File: config.mk
export PLATFORM = sky130hd
export DESIGN_NAME = mm_score_ctrl
export DESIGN_NICKNAME = d
export VERILOG_FILES = /design/src/rtl/mm_score_ctrl.sv
export SDC_FILE = /design/constraint.sdc
export NUM_CORES = 1
export LEC_CHECK = 0
export ABC_CLOCK_PERIOD_IN_PS = 2550
export CELL_PAD_IN_SITES_DETAIL_PLACEMENT = 1
export CELL_PAD_IN_SITES_GLOBAL_PLACEMENT = 1
export CORE_AREA = 2 2 94 96
export CTS_CLUSTER_SIZE = 8
export DETAILED_ROUTE_END_ITERATION = 8
export DIE_AREA = 0 0 96 98
export PLACE_DENSITY_LB_ADDON = 0.2
export SYNTH_ARGS = -nofsm -noshare
export SYNTH_HDL_FRONTEND = slang
export SYNTH_SLANG_ARGS = --single-unit
File: constraint.sdc
create_clock -name clk -period 2.55 [get_ports clk]
set_clock_uncertainty 0.2 [all_clocks]
set_input_delay 0.255 -clock clk [delete_from_list [all_inputs] [get_ports clk]]
set_output_delay 0.255 -clock clk [all_outputs]
set_load 0.005 [all_outputs]
File: src/rtl/mm_score_ctrl.sv
// -----------------------------------------------------------------------------
// mm_score_ctrl
//
// Game-flow controller for the MasterMind score path.  It sits between the
// guess comparator and the hex score displays.  It accepts one scored guess
// per round over a valid/ready handshake, counts rounds, and decides whether
// the game is won or lost.  In the WIN state it also drives a blink/blank
// control for the displays.
//
// Optional feature (compile-time macro): MM_BEST_SCORE_EN
//   defined   : best_round keeps the fewest rounds needed for any win since
//               the last reset.
//   undefined : best_round is tied to 0 and no history register is built.
//
// Parameters
//   MAX_ROUNDS  rounds allowed before a loss (1..15)
//   CODE_LEN    pegs per code; a win is exact == CODE_LEN (1..7)
//   BLINK_DIV   clock cycles per blink half-period while in WIN (>= 2)
//
// Ports
//   clk            system clock
//   reset          synchronous, active-low reset
//   start          single-cycle pulse that begins a new game
//   res_valid      comparator has a scored guess
//   res_exact      correct colour, correct position
//   res_partial    correct colour, wrong position
//   res_ready      controller can accept a result (high only in PLAY)
//   exact_score    clamped exact count, to a single-digit display
//   partial_score  clamped partial count, to a single-digit display
//   round_score    rounds played, to a two-digit display
//   win            game won
//   lose           game lost
//   disp_blank     forces the displays to blank (blinks while in WIN)
//   best_round     fewest rounds to a win (0 when the feature is disabled)
// -----------------------------------------------------------------------------
module mm_score_ctrl #(
    parameter int MAX_ROUNDS = 10,
    parameter int CODE_LEN   = 4,
    parameter int BLINK_DIV  = 25000000
) (
    input  logic       clk,
    input  logic       reset,
    input  logic       start,
    input  logic       res_valid,
    input  logic [2:0] res_exact,
    input  logic [2:0] res_partial,
    output logic       res_ready,
    output logic [3:0] exact_score,
    output logic [3:0] partial_score,
    output logic [4:0] round_score,
    output logic       win,
    output logic       lose,
    output logic       disp_blank,
    output logic [4:0] best_round
);

    // -------------------------------------------------------------------------
    // Constants
    // -------------------------------------------------------------------------
    localparam int              CNT_W      = $clog2(BLINK_DIV);
    localparam logic [CNT_W-1:0] CNT_LAST  = CNT_W'(BLINK_DIV - 1);
    localparam logic [3:0]      CODE_LEN_V = 4'(CODE_LEN);
    localparam logic [4:0]      MAX_RND_V  = 5'(MAX_ROUNDS);

    typedef enum logic [2:0] {
        ST_IDLE  = 3'd0,
        ST_PLAY  = 3'd1,
        ST_CHECK = 3'd2,
        ST_WIN   = 3'd3,
        ST_LOSE  = 3'd4
    } state_t;

    // -------------------------------------------------------------------------
    // State and registered outputs
    // -------------------------------------------------------------------------
    state_t           state_q;
    logic [3:0]       exact_q;
    logic [3:0]       partial_q;
    logic [4:0]       round_q;
    logic             win_q;
    logic             lose_q;
    logic             blank_q;
    logic [CNT_W-1:0] blink_cnt_q;

    // Next values for the captured scores (clamped comparator result)
    logic [3:0] exact_d;
    logic [3:0] partial_d;
    logic [4:0] round_d;

    // Intermediate terms of the clamp
    logic [3:0] exact_ext;
    logic [3:0] partial_ext;
    logic [3:0] partial_room;

    // Win decision is made from the registered exact score during CHECK
    logic win_now;

    // -------------------------------------------------------------------------
    // Result clamping
    // A misbehaving comparator could report more pegs than exist.  Exact is
    // limited to CODE_LEN, and partial is limited to the pegs exact left over,
    // so exact + partial never exceeds CODE_LEN on the displays.
    // -------------------------------------------------------------------------
    always_comb begin
        exact_ext    = {1'b0, res_exact};
        partial_ext  = {1'b0, res_partial};
        exact_d      = (exact_ext > CODE_LEN_V) ? CODE_LEN_V : exact_ext;
        partial_room = CODE_LEN_V - exact_d;
        partial_d    = (partial_ext > partial_room) ? partial_room : partial_ext;
    end

    // Round counter saturates at MAX_ROUNDS; it must never wrap back to a
    // small value that would let the game continue.
    always_comb begin
        round_d = (round_q < MAX_RND_V) ? (round_q + 5'd1) : round_q;
    end

    assign win_now = (state_q == ST_CHECK) && (exact_q == CODE_LEN_V);

    // Ready is a pure function of state so the comparator sees it without an
    // extra cycle of delay; CHECK drops it so a held valid is consumed once.
    assign res_ready = (state_q == ST_PLAY);

    // -------------------------------------------------------------------------
    // Game-flow FSM with registered outputs
    // -------------------------------------------------------------------------
    always_ff @(posedge clk) begin
        if (!reset) begin
            state_q     <= ST_IDLE;
            exact_q     <= '0;
            partial_q   <= '0;
            round_q     <= '0;
            win_q       <= 1'b0;
            lose_q      <= 1'b0;
            blank_q     <= 1'b0;
            blink_cnt_q <= '0;
        end else begin
            case (state_q)
                ST_IDLE: begin
                    if (start) begin
                        state_q   <= ST_PLAY;
                        exact_q   <= '0;
                        partial_q <= '0;
                        round_q   <= '0;
                    end
                end

                ST_PLAY: begin
                    // start is ignored here; only the handshake advances.
                    if (res_valid) begin
                        exact_q   <= exact_d;
                        partial_q <= partial_d;
                        round_q   <= round_d;
                        state_q   <= ST_CHECK;
                    end
                end

                ST_CHECK: begin
                    // A win on the last allowed round still counts as a win.
                    if (win_now) begin
                        state_q     <= ST_WIN;
                        win_q       <= 1'b1;
                        blank_q     <= 1'b0;
                        blink_cnt_q <= '0;
                    end else if (round_q == MAX_RND_V) begin
                        state_q <= ST_LOSE;
                        lose_q  <= 1'b1;
                        blank_q <= 1'b0;
                    end else begin
                        state_q <= ST_PLAY;
                    end
                end

                ST_WIN: begin
                    if (start) begin
                        state_q     <= ST_PLAY;
                        exact_q     <= '0;
                        partial_q   <= '0;
                        round_q     <= '0;
                        win_q       <= 1'b0;
                        lose_q      <= 1'b0;
                        blank_q     <= 1'b0;
                        blink_cnt_q <= '0;
                    end else if (blink_cnt_q == CNT_LAST) begin
                        // End of a half-period: wrap and flip the blank phase.
                        blink_cnt_q <= '0;
                        blank_q     <= ~blank_q;
                    end else begin
                        blink_cnt_q <= blink_cnt_q + 1'b1;
                    end
                end

                ST_LOSE: begin
                    if (start) begin
                        state_q     <= ST_PLAY;
                        exact_q     <= '0;
                        partial_q   <= '0;
                        round_q     <= '0;
                        win_q       <= 1'b0;
                        lose_q      <= 1'b0;
                        blank_q     <= 1'b0;
                        blink_cnt_q <= '0;
                    end
                end

                default: begin
                    state_q <= ST_IDLE;
                end
            endcase
        end
    end

    assign exact_score   = exact_q;
    assign partial_score = partial_q;
    assign round_score   = round_q;
    assign win           = win_q;
    assign lose          = lose_q;
    assign disp_blank    = blank_q;

    // -------------------------------------------------------------------------
    // Best-round history
    // Updated on the CHECK->WIN transition, when round_q already holds the
    // winning round.  Only reset clears it so it survives across games.
    // -------------------------------------------------------------------------
`ifdef MM_BEST_SCORE_EN
    logic [4:0] best_q;

    always_ff @(posedge clk) begin
        if (!reset) begin
            best_q <= '0;
        end else if (win_now && ((best_q == 5'd0) || (round_q < best_q))) begin
            best_q <= round_q;
        end
    end

    assign best_round = best_q;
`else
    assign best_round = 5'd0;
`endif

endmodule

==> results.txt, run 1 <==
Outcome: finished, final reports clean
Gr usage total: 0.154
Setup Slack @ Placement: -0.160 ns
Met1 usage: 0.219
Net switching power: 370 µW
Postcts setup bufs: 0
Vias in the first global route: 2320
Largest family of logic cells by synthesized area: simple AND/OR/NAND/NOR gates
Max FO, Critical Path: 4
Final Cell Area: 3020 µm²
Drt total wl: 6900 µm
Vias: 2308
Post-synth ARST share: 0
Cell Chain, Critical Path: clkdlybuf4s50_1 -> nor2b_1 -> inv_1 -> ha_1 -> inv_1 -> ha_1 -> a21o_1 -> a21oi_1 -> a31oi_1 -> and2_1 -> o31ai_1
Pwr Total: 1.52 mW
CTS root buf: clkbuf_8
#FFs+latches synth: 43
GPL Wtd Cong: 0.774
Comb power frac: 0.121
Synth Warn #: 0
Area of the multi-input gates: 1460 µm²
Slowest CP cell: clkdlybuf4s50_1
CTS tree: yes
Sequential cell area fraction in the yosys report: 0.353
Netlist cell types: 59
Peak supply drop: 0.000204 V
Dpl cell area: 2880 µm²
Clock tree buffer depth: 2
Number of buffers added on ports: 25
RSZ-0062 raised after global routing: false
Proportion of power drawn by flip-flops and latches: 0.453
Post-Synth Simple-Gate Area: 0.332
Core Box Area: 8470 µm²
Gate Count Post-Synth: 300
Number of synthesized flops with an enable pin: 0
Critical path's largest stage delay: 0.46 ns
CTS clock-pin slew for the worst setup and hold paths: 0.09 ns
Minimum clock period: 2.38 ns
Power density cells: 505 nW/µm²
Most frequent cells in the layout: dfxtp_1, nor2_1, nand2_1, clkdlybuf4s50_1, buf_4
Post-route setup slack: 0.171 ns
Leakage: 1.05 nW
Full die area: 9410 µm²
Endpoint class of the critical path: flip-flop
Final hold violation count: 0
# hold bufs at CTS: 0
Residual DRC: 0
Synth Area in XOR/XNOR: 0.0395
GR Util met2: 0.239
Arr. time, crit path: 2.40 ns
Drt pass-1 iters: 4
Starting Density: 0.288
CP Buf/Inv Count: 3
Largest net degree at the start of global routing: 20
Die height: 98 µm
Antenna Cells: 0
# fillers: 1015
Inserted Clock Buffers: 5
Syn-to-layout area delta: 23.8%
Post-layout util: 0.356
Clk pwr share: 0.426
Max Cap Viol: 0
First-pass GRT wire length: 11500 µm
Clk sinks: 43
Grt total ovfl: 0
Slew Limit Fails: 0
Syn_area_per_cell: 8.12 µm²
Row count: 34
Clk Latency, worst-skew pair: 0.30 ns
M3 GR Usage: 0.0262
Fmax: 420 MHz
Mux share of post-synthesis cell area: 0.0128
Synth Flop Type: dfxtp_1
Crit Path Category: input port to flip-flop
Sw Share: 0.243
Via-to-Cell Ratio: 5.17
Post-Syn Area: 2440 µm²
Final worst path period share: 0.933
Hold WC Path Type: flip-flop to flip-flop
Final antenna-violating net count: 0
Critical path required time: 2.57 ns
Internal: 1.15 mW
Worst slew pin tran: 0.775 ns
Crit path max-delay family: adder cells
Setup violations, final: 0
DR WL/cell: 15.5 µm
Post-synthesis compound-gate area fraction: 0.171
Largest area contributor in the netlist: dfxtp_1
Startpoint type of the worst setup path: input port
Commonest non-fill, non-tap cell in the layout: dfxtp_1
Depth of the CTS H-tree: 2
Adder-cell share of the synthesized area: 0.0308
Yosys top cell area share: 0.353
Grt peak-use layer: met2
Share of cells above drive strength 1: 0.107
Ports: 32
Total negative slack: 0 ns
Antenna violations before repair: 0
Reg area: 861 µm²
DP HPWL: 4900 µm
Max_slew headroom: 0.481
DRT iter0 DRCs: 59
Die width: 96 µm
Synth top area cells: dfxtp_1, nor2_1, nand2_1
Nets: 353
routing by layer:
layer,wire length (µm),vias to the layer above,share of wire
met5,0,-,0
met4,95,0,0.014
met3,187,7,0.027
met2,3140,32,0.46
met1,3480,1111,0.50
li1,-,1158,-
path summary, 6_finish.rpt:
| check | cells after the start | slack [ns] | end | startpoint |
|---|---|---|---|---|
| min | 1 | 0.28 | disp_blank | disp_blank |
| min reg2reg | 1 | 0.28 | disp_blank | disp_blank |
| max reg2reg | 5 | 0.23 | blink_cnt_q[11] | blink_cnt_q[17] |
| max | 11 | 0.17 | partial_score[2] | res_exact[2] |
what timing repair did:
action                                 CTS  global route
endpoints found under the hold margin    0             0
setup endpoints to repair                0             1
resized for setup                        0             1
sequential cells by signal, indices dropped and copies added, names as in the netlist:
register / flops
state_q: 3
disp_blank: 1
exact_score: 3
win: 1
lose: 1
round_score: 5
partial_score: 4
blink_cnt_q: 25
kinds of logic (layout without fill, tap and decap cells):
family                   Yosys count  in the layout
AND/OR/NAND/NOR                  146            146
AO/OA/AOI/OAI                     63             63
flip-flops                        43             43
buffers and inverters             27             60
XOR/XNOR                          11             11
adder cells (fa/ha/maj)            6              6
multiplexers                       3              3
other                              1              6
final cells by class:
cell class / instances / area share
Clock buffer: 6 / 0.0241
Clock inverter: 2 / 0.0199
Inverter: 9 / 0.0112
Multi-Input combinational cell: 235 / 0.483
Sequential cell: 43 / 0.285
Tap cell: 108 / 0.0448
Timing Repair Buffer: 43 / 0.132
power by group through the flow:
stage               Combinational [mW]  Clock [mW]  Sequential (mW)
finish                           0.184       0.649            0.691
global route                     0.204       0.697            0.693
CTS                              0.183       0.668            0.690
detailed placement               0.182           0            0.706
global placement                 0.179           0            0.706
floorplan                        0.115           0            0.701
cells in the mapped netlist (2+ instances only):
cell / instances
dfxtp_1: 43
nor2_1: 31
nand2_1: 26
nand3_1: 16
nand4_1: 15
a21oi_1: 14
o21ai_0: 14
inv_1: 9
nor3_1: 9
and2_1: 8
buf_4: 8
a31oi_1: 7
xnor2_1: 7
ha_1: 6
clkbuf_1: 5
nand2b_1: 5
or3_1: 5
a22oi_1: 4
and3_1: 4
buf_2: 4
nor3b_1: 4
xor2_1: 4
nand3b_1: 3
nor2b_1: 3
a2111oi_0: 2
a21o_1: 2
a32oi_1: 2
a41oi_1: 2
mux2i_1: 2
nand4b_1: 2
nor4_4: 2
o211ai_1: 2
o21a_1: 2
or2_2: 2
or4_1: 2
per-stage QoR:
stage               hold WS [ns]  cells
global placement           0.257    438
floorplan                  0.152    305
finish                     0.279    446
global route               0.311    446
CTS                        0.278    446
detailed placement         0.262    438
worst register-to-register path, stage by stage (launching register included):
cell	delay, ns
dfxtp_1	0.37
nor4b_1	0.47
nand4_1	0.25
o21bai_1	0.64
or3_1	0.20
a31oi_1	0.08
No activity file was read; power rests on OpenSTA's default activity.
==> inputs of run 2 (changes only) <==
--- a/config.mk
+++ b/config.mk
@@ -5,10 +5,10 @@
 export SDC_FILE = /design/constraint.sdc
 export NUM_CORES = 1
 export LEC_CHECK = 0
-export ABC_CLOCK_PERIOD_IN_PS = 2550
 export CELL_PAD_IN_SITES_DETAIL_PLACEMENT = 1
 export CELL_PAD_IN_SITES_GLOBAL_PLACEMENT = 1
 export CORE_AREA = 2 2 94 96
+export CTS_BUF_LIST = sky130_fd_sc_hd__clkbuf_4
 export CTS_CLUSTER_SIZE = 8
 export DETAILED_ROUTE_END_ITERATION = 8
 export DIE_AREA = 0 0 96 98
==> run 2 against run 1 <==
Compared with the run above:
- non-clock buffer count did not move
- combinational power barely moved
- core utilization fell by 0.33 points
==> results.txt, run 2 (synthesis gave the netlist of run 1 again) <==
Cell Chain, Critical Path: nor4b_1 -> nand4_1 -> o21bai_1 -> o311ai_0
# hold bufs at CTS: 0
Grt total ovfl: 0
Full die area: 9410 µm²
Inserted Clock Buffers: 5
Antenna Cells: 0
Max FO, Critical Path: 9
Fmax: 430 MHz
Hold WC Path Type: flip-flop to flip-flop
Ports: 32
Min-Delay Path Depth: 1
Number of buffers added on ports: 25
Peak supply drop: 0.000166 V
Worst slew pin tran: 0.743 ns
Slew Limit Fails: 0
DR WL/cell: 15.3 µm
RSZ-0062 raised after global routing: false
Largest net degree at the start of global routing: 20
CTS tree: yes
First-pass GRT wire length: 11400 µm
Die width: 96 µm
Min-delay src: disp_blank
Drt total wl: 6830 µm
Top reg by flops: blink_cnt_q
Die height: 98 µm
Residual DRC: 0
Max_slew headroom: 0.503
Clk Latency, worst-skew pair: 0.37 ns
Minimum clock period: 2.33 ns
DP HPWL: 4900 µm
Vias in the first global route: 2341
Share of cells above drive strength 1: 0.109
Clk sinks: 43
Reg2Reg Depth: 4
Commonest non-fill, non-tap cell in the layout: dfxtp_1
Critical path's largest stage delay: 0.65 ns
Starting Density: 0.288
CTS root buf: clkbuf_4
Crit path max-delay family: compound AO/OA/AOI/OAI gates
Max Cap Viol: 0
Clock tree buffer depth: 2
Final hold violation count: 0
Nets: 353
Non-Filler Instances: 446
Startpoint type of the worst setup path: flip-flop
DRT iter0 DRCs: 62
Syn-to-layout area delta: 22.6%
Antenna violations before repair: 0
Final worst path period share: 0.913
CP Buf/Inv Count: 0
WHS Endpoint: disp_blank
Setup violations, final: 0
Gr usage total: 0.153
Crit Path Category: flip-flop to flip-flop
FF-to-FF Start: blink_cnt_q[17]
Via-to-Cell Ratio: 5.10
Drt pass-1 iters: 4
Hold Worst Slack: 0.284 ns
Critical path required time: 2.56 ns
Post-Place Cells: 438
Leakage: 1.04 nW
Max reg flops: 25
Most frequent cells in the layout: dfxtp_1, nor2_1, nand2_1, clkdlybuf4s50_1, buf_4
Slowest CP cell: o21bai_1
Endpoint class of the critical path: flip-flop
CTS clock-pin slew for the worst setup and hold paths: 0.15 ns
GPL Wtd Cong: 0.774
Final antenna-violating net count: 0
Arr. time, crit path: 2.34 ns
Reg2Reg Capture Point: blink_cnt_q[7]
Row count: 34
Outcome: finished, final reports clean
Depth of the CTS H-tree: 2
R2R setup slack: 0.22 ns
Power density cells: 481 nW/µm²
Vias: 2276
Core Box Area: 8470 µm²
Postcts setup bufs: 0
run 2: area by class of cell:
class	instances	area (µm²)
repair buffers	43	398
multi-input cells	235	1460
well taps	108	135
clock inverters	2	60.1
fillers	1022	5480
clock buffers	6	45.0
inverters	9	33.8
flip-flops and latches	43	861
run 2: stage by stage:
| stage | TNS (ns) | setup WS [ns] | area, µm² | util | power [mW] |
|---|---|---|---|---|---|
| after CTS | 0 | 0.00328 | 2980 | 0.352 | 1.46 |
| after detailed placement | -0.300 | -0.160 | 2880 | 0.340 | 0.888 |
| after global placement | -0.0743 | -0.0563 | 2880 | 0.340 | 0.885 |
| after global routing | 0 | 0.0436 | 2990 | 0.353 | 1.51 |
| after floorplan | 0 | 0.445 | 2460 | - | 0.816 |
| final | 0 | 0.222 | 2990 | 0.353 | 1.44 |
run 2: repair_timing:
item	in CTS	in global routing
resized for setup	0	1
setup endpoints to repair	0	1
endpoints found under the hold margin	0	0
run 2: how the worst max path moves through the flow:
| stage | cells past startpoint | end | start | slack (ns) |
|---|---|---|---|---|
| final | 4 | blink_cnt_q[7] | blink_cnt_q[17] | 0.22 |
| after global routing | 4 | blink_cnt_q[7] | blink_cnt_q[17] | 0.04 |
| after CTS | 3 | res_ready | state_q[0] | 0.003 |
| after detailed placement | 11 | partial_score[2] | res_exact[2] | -0.16 |
| after global placement | 11 | partial_score[1] | res_exact[2] | -0.06 |
| after floorplan | 10 | partial_score[1] | res_exact[0] | 0.45 |
run 2: per-layer routing:
| layer | routed length [µm] | part of all wire | vias to the layer above | GRT usage |
|---|---|---|---|---|
| met3 | 131 | 0.019 | 7 | 0.0216 |
| met1 | 3470 | 0.51 | 1094 | 0.216 |
| li1 | - | - | 1152 | - |
| met4 | 107 | 0.016 | 0 | 0.0538 |
| met2 | 3120 | 0.46 | 23 | 0.238 |
| met5 | 0 | 0 | - | 0 |
run 2: power by group:
part / total [mW] / internal, mW / switching, mW / leakage [nW]
Clock: 0.562 / 0.317 / 0.245 / 0.0559
Combinational: 0.183 / 0.0824 / 0.101 / 0.637
Sequential: 0.692 / 0.680 / 0.0115 / 0.347
Total: 1.44 / 1.08 / 0.358 / 1.04
